## config.mk

```make
export PLATFORM = sky130hd
export DESIGN_NAME = pwm_fade_ctrl_flat
export DESIGN_NICKNAME = d
export VERILOG_FILES = /design/src/rtl/pwm_pkg.sv /design/src/rtl/pwm_fade_ctrl_if.sv /design/src/rtl/pwm_period_counter.sv /design/src/rtl/pwm_fade_ctrl.sv /design/src/flat_wrapper.sv
export SDC_FILE = /design/constraint.sdc
export NUM_CORES = 1
export LEC_CHECK = 0
export CAP_MARGIN = 20
export CORE_AREA = 8 8 106 108
export DETAILED_ROUTE_END_ITERATION = 10
export DIE_AREA = 0 0 114 116
export GPL_TIMING_DRIVEN = 0
export PLACE_DENSITY = 0.71
export SLEW_MARGIN = 20
export SYNTH_ARGS = -nofsm -noshare
export SYNTH_HDL_FRONTEND = slang
export SYNTH_HIERARCHICAL = 1
export SYNTH_SLANG_ARGS = --single-unit
```

## constraint.sdc

```tcl
create_clock -name clk -period 18.29 [get_ports clk]
set_input_delay 1.829 -clock clk [delete_from_list [all_inputs] [get_ports clk]]
set_output_delay 1.829 -clock clk [all_outputs]
set_load 0.05 [all_outputs]
```

## src/rtl/pwm_pkg.sv

```systemverilog
// Shared types and constants for the PWM fade controller.
// Optional done pulse is enabled by defining PWM_FADE_DONE_EN.
package pwm_pkg;

  localparam int PWM_WIDTH = 8;

  localparam logic [31:0] PWM_RST_MAX = '1;

  typedef enum logic {
    PWM_FADE_IDLE,
    PWM_FADE_RAMP
  } pwm_fade_state_t;

endpackage

```

## src/rtl/pwm_fade_ctrl_if.sv

```systemverilog
// Fade command handshake between requester and pwm_fade_ctrl.
// The requester holds a command until cmd_ready is seen high.
interface pwm_fade_ctrl_if
  import pwm_pkg::*;
#(
  parameter int WIDTH     = PWM_WIDTH,
  parameter int DIV_WIDTH = 8
);

  logic                 cmd_valid;
  logic                 cmd_ready;
  logic [WIDTH-1:0]     cmd_target;
  logic [WIDTH-1:0]     cmd_step;
  logic [DIV_WIDTH-1:0] cmd_div;
  logic [WIDTH-1:0]     cmd_max;

  modport master (
    output cmd_valid,
    output cmd_target,
    output cmd_step,
    output cmd_div,
    output cmd_max,
    input  cmd_ready
  );

  modport slave (
    input  cmd_valid,
    input  cmd_target,
    input  cmd_step,
    input  cmd_div,
    input  cmd_max,
    output cmd_ready
  );

endinterface

```

## src/rtl/pwm_period_counter.sv

```systemverilog
// Mirror of the PWM generator's period counter.
// o_boundary is high in the cycle whose rising edge wraps cnt to 0.
module pwm_period_counter
  import pwm_pkg::*;
#(
  parameter int WIDTH = PWM_WIDTH
) (
  input  logic             clk,
  input  logic             rst,
  input  logic [WIDTH-1:0] i_max,
  output logic             o_boundary,
  output logic             o_period_start
);

  logic [WIDTH-1:0] r_cnt;
  logic             r_period_start;

  assign o_boundary     = (r_cnt == i_max);
  assign o_period_start = r_period_start;

  always_ff @(posedge clk or posedge rst) begin
    if (rst) begin
      r_cnt          <= '0;
      r_period_start <= 1'b0;
    end else begin
      r_cnt          <= o_boundary ? '0 : r_cnt + WIDTH'(1);
      r_period_start <= o_boundary;
    end
  end

endmodule

```

## src/rtl/pwm_fade_ctrl.sv

```systemverilog
// Fade sequencer driving duty/max_value of the PWM generator.
// Define PWM_FADE_DONE_EN to add the one-cycle done pulse output.
module pwm_fade_ctrl
  import pwm_pkg::*;
#(
  parameter int WIDTH     = PWM_WIDTH,
  parameter int DIV_WIDTH = 8
) (
  input  logic             clk,
  input  logic             rst,
  pwm_fade_ctrl_if.slave   cmd,
  output logic [WIDTH-1:0] duty,
  output logic [WIDTH-1:0] max_value,
  output logic             period_start,
`ifdef PWM_FADE_DONE_EN
  output logic             done,
`endif
  output logic             busy
);

  pwm_fade_state_t r_state;
  pwm_fade_state_t w_state_nxt;

  logic [WIDTH-1:0]     r_duty;
  logic [WIDTH-1:0]     r_max;
  logic [WIDTH-1:0]     r_p_target;
  logic [WIDTH-1:0]     r_p_step;
  logic [WIDTH-1:0]     r_p_max;
  logic [DIV_WIDTH-1:0] r_p_div;
  logic [DIV_WIDTH-1:0] r_div_cnt;
  logic                 r_ready;
  logic                 r_busy;

  logic [WIDTH-1:0]     w_duty_nxt;
  logic [WIDTH-1:0]     w_max_nxt;
  logic [DIV_WIDTH-1:0] w_div_cnt_nxt;
  logic [WIDTH-1:0]     w_step_in;
  logic [WIDTH-1:0]     w_gap;
  logic [WIDTH-1:0]     w_delta;
  logic [WIDTH-1:0]     w_stepped;
  logic                 w_up;
  logic                 w_accept;
  logic                 w_boundary;
  logic                 w_fin;

  pwm_period_counter #(
    .WIDTH(WIDTH)
  ) u_period (
    .clk           (clk),
    .rst           (rst),
    .i_max         (r_max),
    .o_boundary    (w_boundary),
    .o_period_start(period_start)
  );

  assign w_accept  = cmd.cmd_valid && r_ready;
  assign w_step_in = (cmd.cmd_step == '0) ? WIDTH'(1)
                                          : cmd.cmd_step;

  // Step is clamped to the remaining gap, so no overshoot or wrap.
  assign w_up      = r_p_target > r_duty;
  assign w_gap     = w_up ? r_p_target - r_duty
                          : r_duty - r_p_target;
  assign w_delta   = (r_p_step < w_gap) ? r_p_step : w_gap;
  assign w_stepped = w_up ? r_duty + w_delta
                          : r_duty - w_delta;

  always_comb begin
    w_state_nxt   = r_state;
    w_duty_nxt    = r_duty;
    w_max_nxt     = r_max;
    w_div_cnt_nxt = r_div_cnt;
    w_fin         = 1'b0;
    unique case (r_state)
      PWM_FADE_IDLE: begin
        if (w_accept) begin
          w_state_nxt   = PWM_FADE_RAMP;
          w_div_cnt_nxt = '0;
        end
      end
      PWM_FADE_RAMP: begin
        if (w_boundary) begin
          w_max_nxt = r_p_max;
          if (r_div_cnt == r_p_div) begin
            w_duty_nxt    = w_stepped;
            w_div_cnt_nxt = '0;
          end else begin
            w_div_cnt_nxt = r_div_cnt + DIV_WIDTH'(1);
          end
          if (w_duty_nxt == r_p_target) begin
            w_fin       = 1'b1;
            w_state_nxt = PWM_FADE_IDLE;
          end
        end
      end
      default: begin
        w_state_nxt = PWM_FADE_IDLE;
      end
    endcase
  end

  always_ff @(posedge clk or posedge rst) begin
    if (rst) begin
      r_state <= PWM_FADE_IDLE;
    end else begin
      r_state <= w_state_nxt;
    end
  end

  always_ff @(posedge clk or posedge rst) begin
    if (rst) begin
      r_duty     <= '0;
      r_max      <= WIDTH'(PWM_RST_MAX);
      r_div_cnt  <= '0;
      r_ready    <= 1'b1;
      r_busy     <= 1'b0;
      r_p_target <= '0;
      r_p_step   <= WIDTH'(1);
      r_p_div    <= '0;
      r_p_max    <= WIDTH'(PWM_RST_MAX);
    end else begin
      r_duty    <= w_duty_nxt;
      r_max     <= w_max_nxt;
      r_div_cnt <= w_div_cnt_nxt;
      r_ready   <= (w_state_nxt == PWM_FADE_IDLE);
      r_busy    <= (w_state_nxt == PWM_FADE_RAMP);
      if (w_accept) begin
        r_p_target <= cmd.cmd_target;
        r_p_step   <= w_step_in;
        r_p_div    <= cmd.cmd_div;
        r_p_max    <= cmd.cmd_max;
      end
    end
  end

`ifdef PWM_FADE_DONE_EN
  logic r_done;

  always_ff @(posedge clk or posedge rst) begin
    if (rst) begin
      r_done <= 1'b0;
    end else begin
      r_done <= w_fin;
    end
  end

  assign done = r_done;
`else
  logic w_fin_unused;
  assign w_fin_unused = w_fin;
`endif

  assign cmd.cmd_ready = r_ready;
  assign duty          = r_duty;
  assign max_value     = r_max;
  assign busy          = r_busy;

endmodule
```

## src/flat_wrapper.sv

```systemverilog
// flat-port wrapper written by rule: the top's interface ports become plain ports
module pwm_fade_ctrl_flat import pwm_pkg::*;
#(
  parameter int WIDTH     = PWM_WIDTH,
  parameter int DIV_WIDTH = 8
)
  (clk, rst, duty, max_value, period_start, busy, cmd_cmd_valid, cmd_cmd_target, cmd_cmd_step, cmd_cmd_div, cmd_cmd_max, cmd_cmd_ready);
  pwm_fade_ctrl_if #(.WIDTH(WIDTH), .DIV_WIDTH(DIV_WIDTH)) cmd_i ();
  input  logic clk;
  input  logic rst;
  output logic [WIDTH-1:0] duty;
  output logic [WIDTH-1:0] max_value;
  output logic period_start;
  output logic busy;
  input wire logic [$bits(cmd_i.cmd_valid)-1:0] cmd_cmd_valid;
  input wire logic [$bits(cmd_i.cmd_target)-1:0] cmd_cmd_target;
  input wire logic [$bits(cmd_i.cmd_step)-1:0] cmd_cmd_step;
  input wire logic [$bits(cmd_i.cmd_div)-1:0] cmd_cmd_div;
  input wire logic [$bits(cmd_i.cmd_max)-1:0] cmd_cmd_max;
  output wire logic [$bits(cmd_i.cmd_ready)-1:0] cmd_cmd_ready;
  assign cmd_i.cmd_valid = cmd_cmd_valid;
  assign cmd_i.cmd_target = cmd_cmd_target;
  assign cmd_i.cmd_step = cmd_cmd_step;
  assign cmd_i.cmd_div = cmd_cmd_div;
  assign cmd_i.cmd_max = cmd_cmd_max;
  assign cmd_cmd_ready = cmd_i.cmd_ready;
  pwm_fade_ctrl #(.WIDTH(WIDTH), .DIV_WIDTH(DIV_WIDTH)) u_core (.clk(clk), .rst(rst), .cmd(cmd_i), .duty(duty), .max_value(max_value), .period_start(period_start), .busy(busy));
endmodule
```

==> impl_results.md, run 1 <==
- Die ar.: approximately 0.013 mm²
- First-pass GRT wire length: 17.8 mm
- DRT Pass-1 Iters: 5
- Top-area cell type share of the netlist area: a little over a quarter
- Synthesized flop and latch total: 67
- Reg2reg end: u_core/busy$_DFF_PP0_
- Clock root buffer master: clkbuf_8
- Post-CTS Setup Repair Bufs: 0
- CP Data Required Time: about 19 ns
- Fmax: roughly 140 MHz
- Critical Path Source: u_core/duty[1]$_DFFE_PP0P_
- Mapped Cells: ~470
- Avg Inst Size Synth: ~9.9 µm²
- Clk buf depth: 2
- Initial DRC count: 201
- Avg Vias per Cell: ~5.4
- Largest stage delay, worst path: between 0.5 and 0.6 ns
- CTS sink cnt: 67
- Area of the core: approximately 0.0095 mm²
- Starting Density: about half
- GRT Resource Usage Total: roughly 17%
- Clk_lat worst skew: 0.34 ns
- Mapped Area: 0.00464 mm²
- CP startpoint kind: flip-flop
- Die H: ~120 µm
- Max Clock Skew: 0.0112 ns
- Worst setup EP type: flip-flop
- Top-count cell post-synth: dfrtp_1
- Max-cap violations: 0
- Run status: complete, no violations
- Minimum clock period: 7.03 ns
- Clock transition at path regs: 0.08 ns
- CTS tree: yes
- CP Max Fanout: 10
- Port bufs: 53
- Fin cells: between 600 and 700
- HP Start: u_core/u_period/r_cnt[0]$_DFF_PP0_
- Pre-CTS setup slack: between 10 and 15 ns
- Layout cells sized above 1: 16.7%
- Async S/R FF share, synth: 100%
- Yosys top cell by area: dfrtp_1
- RSZ-0062 raised after global routing: no
- ANT cells: 0
- Max transition margin: between 50 and 60%
- Netlist cell types: a little under 60
- WHS: around 0.51 ns
- Setup Viol. Count Final: 0
- Placement Rows: 36
- Die Wd: about 110 µm
- R2R cell count: 30
- Arrival time worst endpoint: roughly 7.3 ns
- Hold-fix buffers, CTS: 0
- Syn nets: roughly 540
- Num ports: 54
- Main flop type after synthesis: dfrtp_1
- Wire length per cell: between 15 and 20 µm
- Final period utilization: 38.5%
- EDFF count, synth: 0
- Post-Route WL: roughly 11 mm
- Largest net degree at the start of global routing: 59
- Final HPWL DP: between 8 and 9 mm
- Inserted Clock Buffers: 9
- Resized cells post-CTS: 0
- Setup TNS Final: 0 ns
- DRC: 0
- Synthesis Warnings: 6
- Slew Viols, Final: 0
- Top cells by area, synth: dfrtp_1 26%, dfstp_2 10%, mux2_2 8.0%, ha_1 7.8%, xnor2_1 6.0%
- R2R setup slack: 11.26 ns
- Layout net count: 602
- Sequential-to-total area share from yosys stat: around 37%
- Initial antenna violation count: 0
- Placed cell count: ~660
- Fill count: around 840
- Global route overflow: 0
- Post-synth top cells: 49 x dfrtp_1, 47 x o21ai_0, 41 x nand2_1
- CP Class: flip-flop to flip-flop
- Number of antenna-violating nets in the routed design: 0
- CP max stage cell: dfrtp_1
- Vias in the first global route: approximately 3.7k
- Total number of vias: 3641
- Final worst setup slack: approximately 11 ns
- Final Hold Vio Count: 0
- Worst Max-Slew Pin Slew: ~0.72 ns
- CP Capture Point: u_core/busy$_DFF_PP0_
- Layout overhead on the synthesized area: 18.9%
- Hold Path Class: flip-flop to flip-flop
- GPL Wtd Cong: approximately 0.87
- H-tree level count: 3
- RR Startpoint: u_core/duty[1]$_DFFE_PP0P_
per-layer routing:
layer  GRT usage (%)  routed length (µm)
met5               0                   0
met4            3.64                  93
met3            3.96                 431
met2            29.2                5260
met1            20.5                4890
placed cells by master, fill, tap and decap left out, types with 18 or more instances in the layout:
master and instances:
inv_1 32, dfrtp_1 49, clkdlybuf4s50_1 53, o21ai_0 47
ha_1 29, dfstp_2 18, nand2_1 41, a21oi_1 18
xnor2_1 32, mux2_2 33
registers in the layout, indices dropped and copies added (netlist names):
name	cells
u_core/r_p_target	8
u_core/u_period/r_cnt	8
u_core/r_p_div	8
u_core/max_value	8
u_core/r_p_step	8
u_core/u_period/o_period_start	1
u_core/r_div_cnt	8
u_core/duty	8
u_core/cmd.cmd_ready	1
u_core/r_p_max	8
u_core/busy	1
worst min-delay path by stage:
stage / end / slack, ns / cells after the start
after floorplan: u_core/u_period/r_cnt[0]$_DFF_PP0_ / 0.47 / 1
after global placement: u_core/u_period/r_cnt[0]$_DFF_PP0_ / 0.50 / 1
after detailed placement: u_core/u_period/r_cnt[0]$_DFF_PP0_ / 0.50 / 1
after CTS: u_core/u_period/r_cnt[0]$_DFF_PP0_ / 0.51 / 1
after global routing: u_core/u_period/r_cnt[0]$_DFF_PP0_ / 0.53 / 1
final: u_core/u_period/r_cnt[0]$_DFF_PP0_ / 0.51 / 1
stage by stage:
stage	utilization, %	cell area (µm²)
final	57.8	5520
after global routing	57.8	5520
after CTS	57.8	5520
after detailed placement	56.0	5340
after global placement	55.9	5340
after floorplan	-	4640
cell type report:
type	instances	area [µm²]	area share, %
buffer	17	97.6	1.77
clock buffer	10	128	2.31
clock inverter	6	48.8	0.884
inverter	33	126	2.29
multi-input combinational	354	2720	49.3
sequential	67	1700	30.8
tap	133	166	3.01
timing repair buffer	53	531	9.61
critical path: cells and delay by family, from the launching register on:
family | cells | cell delay, ns
AO/OA/AOI/OAI | 8 | 1.59
XOR/XNOR | 2 | 0.35
adder cells (fa/ha/maj) | 4 | 1.53
buffers and inverters | 4 | 0.70
flip-flops | 1 | 0.52
multiplexers | 2 | 0.28
AND/OR/NAND/NOR | 10 | 1.97
logic make-up (layout without fill, tap and decap cells):
| group | count (synthesis) | after routing | synth area share, % |
|---|---|---|---|
| muxes | 42 | 42 | 10.0 |
| and+or+nand+nor | 124 | 124 | 15.0 |
| buffers and inverters | 50 | 119 | 4.77 |
| AOI/OAI and AO/OA | 107 | 107 | 15.1 |
| DFF | 67 | 67 | 36.6 |
| xor gates and xnor gates | 49 | 49 | 9.40 |
| adders and majority gates | 32 | 32 | 9.11 |
Power of run 1 is left out: the tool's default activity adds up to more than one toggle a clock period on the data nets, which glitch-free logic cannot reach.
==> run 2, diff against run 1 <==
==> constraint.sdc (replaced) <==
create_clock -name clk -period 7.3 [get_ports clk]
set_input_delay 0.73 -clock clk [delete_from_list [all_inputs] [get_ports clk]]
set_output_delay 0.73 -clock clk [all_outputs]
set_load 0.05 [all_outputs]
==> run 2 against run 1 <==
Sequential share of layout area is 0.057 points lower. Clock skew about the same. Via count hardly changed. Die area is the same. Count of clock-buffer cells in the layout did not move. Hold slack got worse by 0.0016 ns. Utilization rose by 0.24 points. Critical path depth increased by 1. Cell count unchanged. Sequential cell count is the same. Cell area grew 0.41%. Wire length grew 0.66%.
==> impl_results.md, run 2 (synthesis gave the netlist of run 1 again) <==
- Avg Vias per Cell: 5.41 (about the same)
- Final period utilization: 94.2% (+56 points)
- Clk_lat worst skew: 0.34 ns (about the same)
- Area after DPL: 0.00534 mm² (unchanged)
- Placed cell count: 657 (unchanged)
- ANT cells: 0 (unchanged)
- Die ar.: 0.0132 mm² (unchanged)
- Starting Density: 48.6% (unchanged)
- Die Wd: 114 µm (unchanged)
- Area of the core: 0.00955 mm² (unchanged)
- CP Max Fanout: 10 (unchanged)
- Vias in the first global route: 3688 (unchanged)
- Total number of vias: 3644 (+0.082%)
- Fmax: 145 MHz (+2.3%)
- CTS tree: yes
- Worst setup EP type: flip-flop
- Num ports: 54 (unchanged)
- Max-cap violations: 0 (unchanged)
- Setup TNS Final: 0 ns (unchanged)
- Worst Max-Slew Pin Slew: 0.715 ns (-0.000762 ns)
- Port bufs: 53 (unchanged)
- RSZ-0062 raised after global routing: no
- Fin cells: 673 (unchanged)
- Run status: complete, no violations
- Family with the most delay on the worst path: compound AO/OA/AOI/OAI gates
- H-tree level count: 3 (unchanged)
- Hold-fix buffers, CTS: 0 (unchanged)
- CP max stage cell: fa_1
- Minimum clock period: 6.88 ns (-0.157 ns)
- Largest net degree at the start of global routing: 59 (unchanged)
- Post-CTS Setup Repair Bufs: 0 (unchanged)
- Placement Rows: 36 (unchanged)
- CTS sink cnt: 67 (unchanged)
- Post-Route WL: 10.7 mm (+0.66%)
- Slew Viols, Final: 0 (unchanged)
- Number of antenna-violating nets in the routed design: 0 (unchanged)
- Layout cells sized above 1: 18.0% (+1.3 points)
- Die H: 116 µm (unchanged)
- CP Data Required Time: 7.53 ns (-10.99 ns)
- Final HPWL DP: 8.31 mm (unchanged)
- Setup Viol. Count Final: 0 (unchanged)
- Most frequent cells in the layout: 53 x clkdlybuf4s50_1, 47 x o21ai_0, 46 x dfrtp_1
- Arrival time worst endpoint: 7.11 ns (-0.16 ns)
- DRC: 0 (unchanged)
- Max Clock Skew: 0.0114 ns (+0.000197 ns)
- CP startpoint kind: flip-flop
- Hold Path Class: flip-flop to flip-flop
- GPL Wtd Cong: 0.866 (unchanged)
- Initial DRC count: 177 (-12%)
- Final Cell Area: 0.00554 mm² (+0.41%)
- Global route overflow: 0 (unchanged)
- Inserted Clock Buffers: 9 (unchanged)
- Initial antenna violation count: 0 (unchanged)
- GRT Resource Usage Total: 16.7% (unchanged)
- WP buf/inv: 4 (unchanged)
- Most common cell after layout, fill and taps aside: clkdlybuf4s50_1
- CP Class: flip-flop to flip-flop
- Layout net count: 602 (unchanged)
- Layout overhead on the synthesized area: 19.3%
- Final Hold Vio Count: 0 (unchanged)
- Clock root buffer master: clkbuf_8
- Clk buf depth: 2 (unchanged)
- Clock transition at path regs: 0.08 ns (about the same)
- DRT Pass-1 Iters: 4 (-1)
- Largest stage delay, worst path: 0.46 ns (-0.06 ns)
- Wire length per cell: 16.0 µm (+0.66%)
- Max transition margin: 52.3% (about the same)
- First-pass GRT wire length: 17.8 mm (unchanged)
[run 2: cell counts in the layout (fill, tap and decap cells not counted)]
Identical to the previous run, type by type.
[run 2: area by class of cell]
class | count | area, µm²
Buffer | 17 | 97.6
Clock buffer | 10 | 128
Clock inverter | 6 | 48.8
Fill cell | 844 | 4010
Inverter | 33 | 126
Multi-Input combinational cell | 354 | 2740
Sequential cell | 67 | 1700
Tap cell | 133 | 166
Timing Repair Buffer | 53 | 531
[run 2: metrics by stage]
stage	hold slack [ns]	setup WS, ns	util [%]
floorplan	0.465	0.811	-
global placement	0.499	0.437	55.9
detailed placement	0.499	0.377	56.0
CTS	0.511	0.347	57.8
global route	0.529	0.00514	58.0
finish	0.504	0.422	58.0
[run 2: layer usage]
layer | vias to the layer above | wire length (µm) | global-route usage [%]
met5 | - | 0 | 0
met4 | 0 | 60 | 3.64
met3 | 6 | 459 | 3.96
met2 | 76 | 5290 | 29.2
met1 | 1771 | 4920 | 20.5
li1 | 1791 | - | -
[run 2: what timing repair did]
| action | 4_1_cts | 5_1_grt |
|---|---|---|
| hold endpoints to repair | 0 | 0 |
| gates resized for setup | 0 | 8 |
| setup endpoints to repair | 0 | 2 |
[run 2: worst register-to-register path, delay by kind of cell (launching register included)]
family / cells / cell delay [ns]
compound gates: 10 / 2.12
xor+xnor: 2 / 0.35
simple gates: 9 / 1.71
flops: 1 / 0.43
mux: 1 / 0.08
fa+ha+maj: 5 / 1.59
buf+inv: 4 / 0.51
[run 2: path summary, 6_finish.rpt]
| path | start | end | slack [ns] | cells after the start |
|---|---|---|---|---|
| setup / recovery | u_core/duty[0]$_DFFE_PP0P_ | u_core/busy$_DFF_PP0_ | 0.42 | 31 |
| hold / removal | u_core/u_period/r_cnt[0]$_DFF_PP0_ | u_core/u_period/r_cnt[0]$_DFF_PP0_ | 0.50 | 1 |
| setup reg to reg | u_core/duty[0]$_DFFE_PP0P_ | u_core/busy$_DFF_PP0_ | 0.42 | 31 |
| hold reg to reg | u_core/u_period/r_cnt[0]$_DFF_PP0_ | u_core/u_period/r_cnt[0]$_DFF_PP0_ | 0.50 | 1 |
| max in group asynchronous | rst | u_core/duty[1]$_DFFE_PP0P_ | 5.88 | 2 |
| min in group asynchronous | rst | u_core/u_period/o_period_start$_DFF_PP0_ | 0.74 | 2 |
Power of run 2 is left out for the same reason.
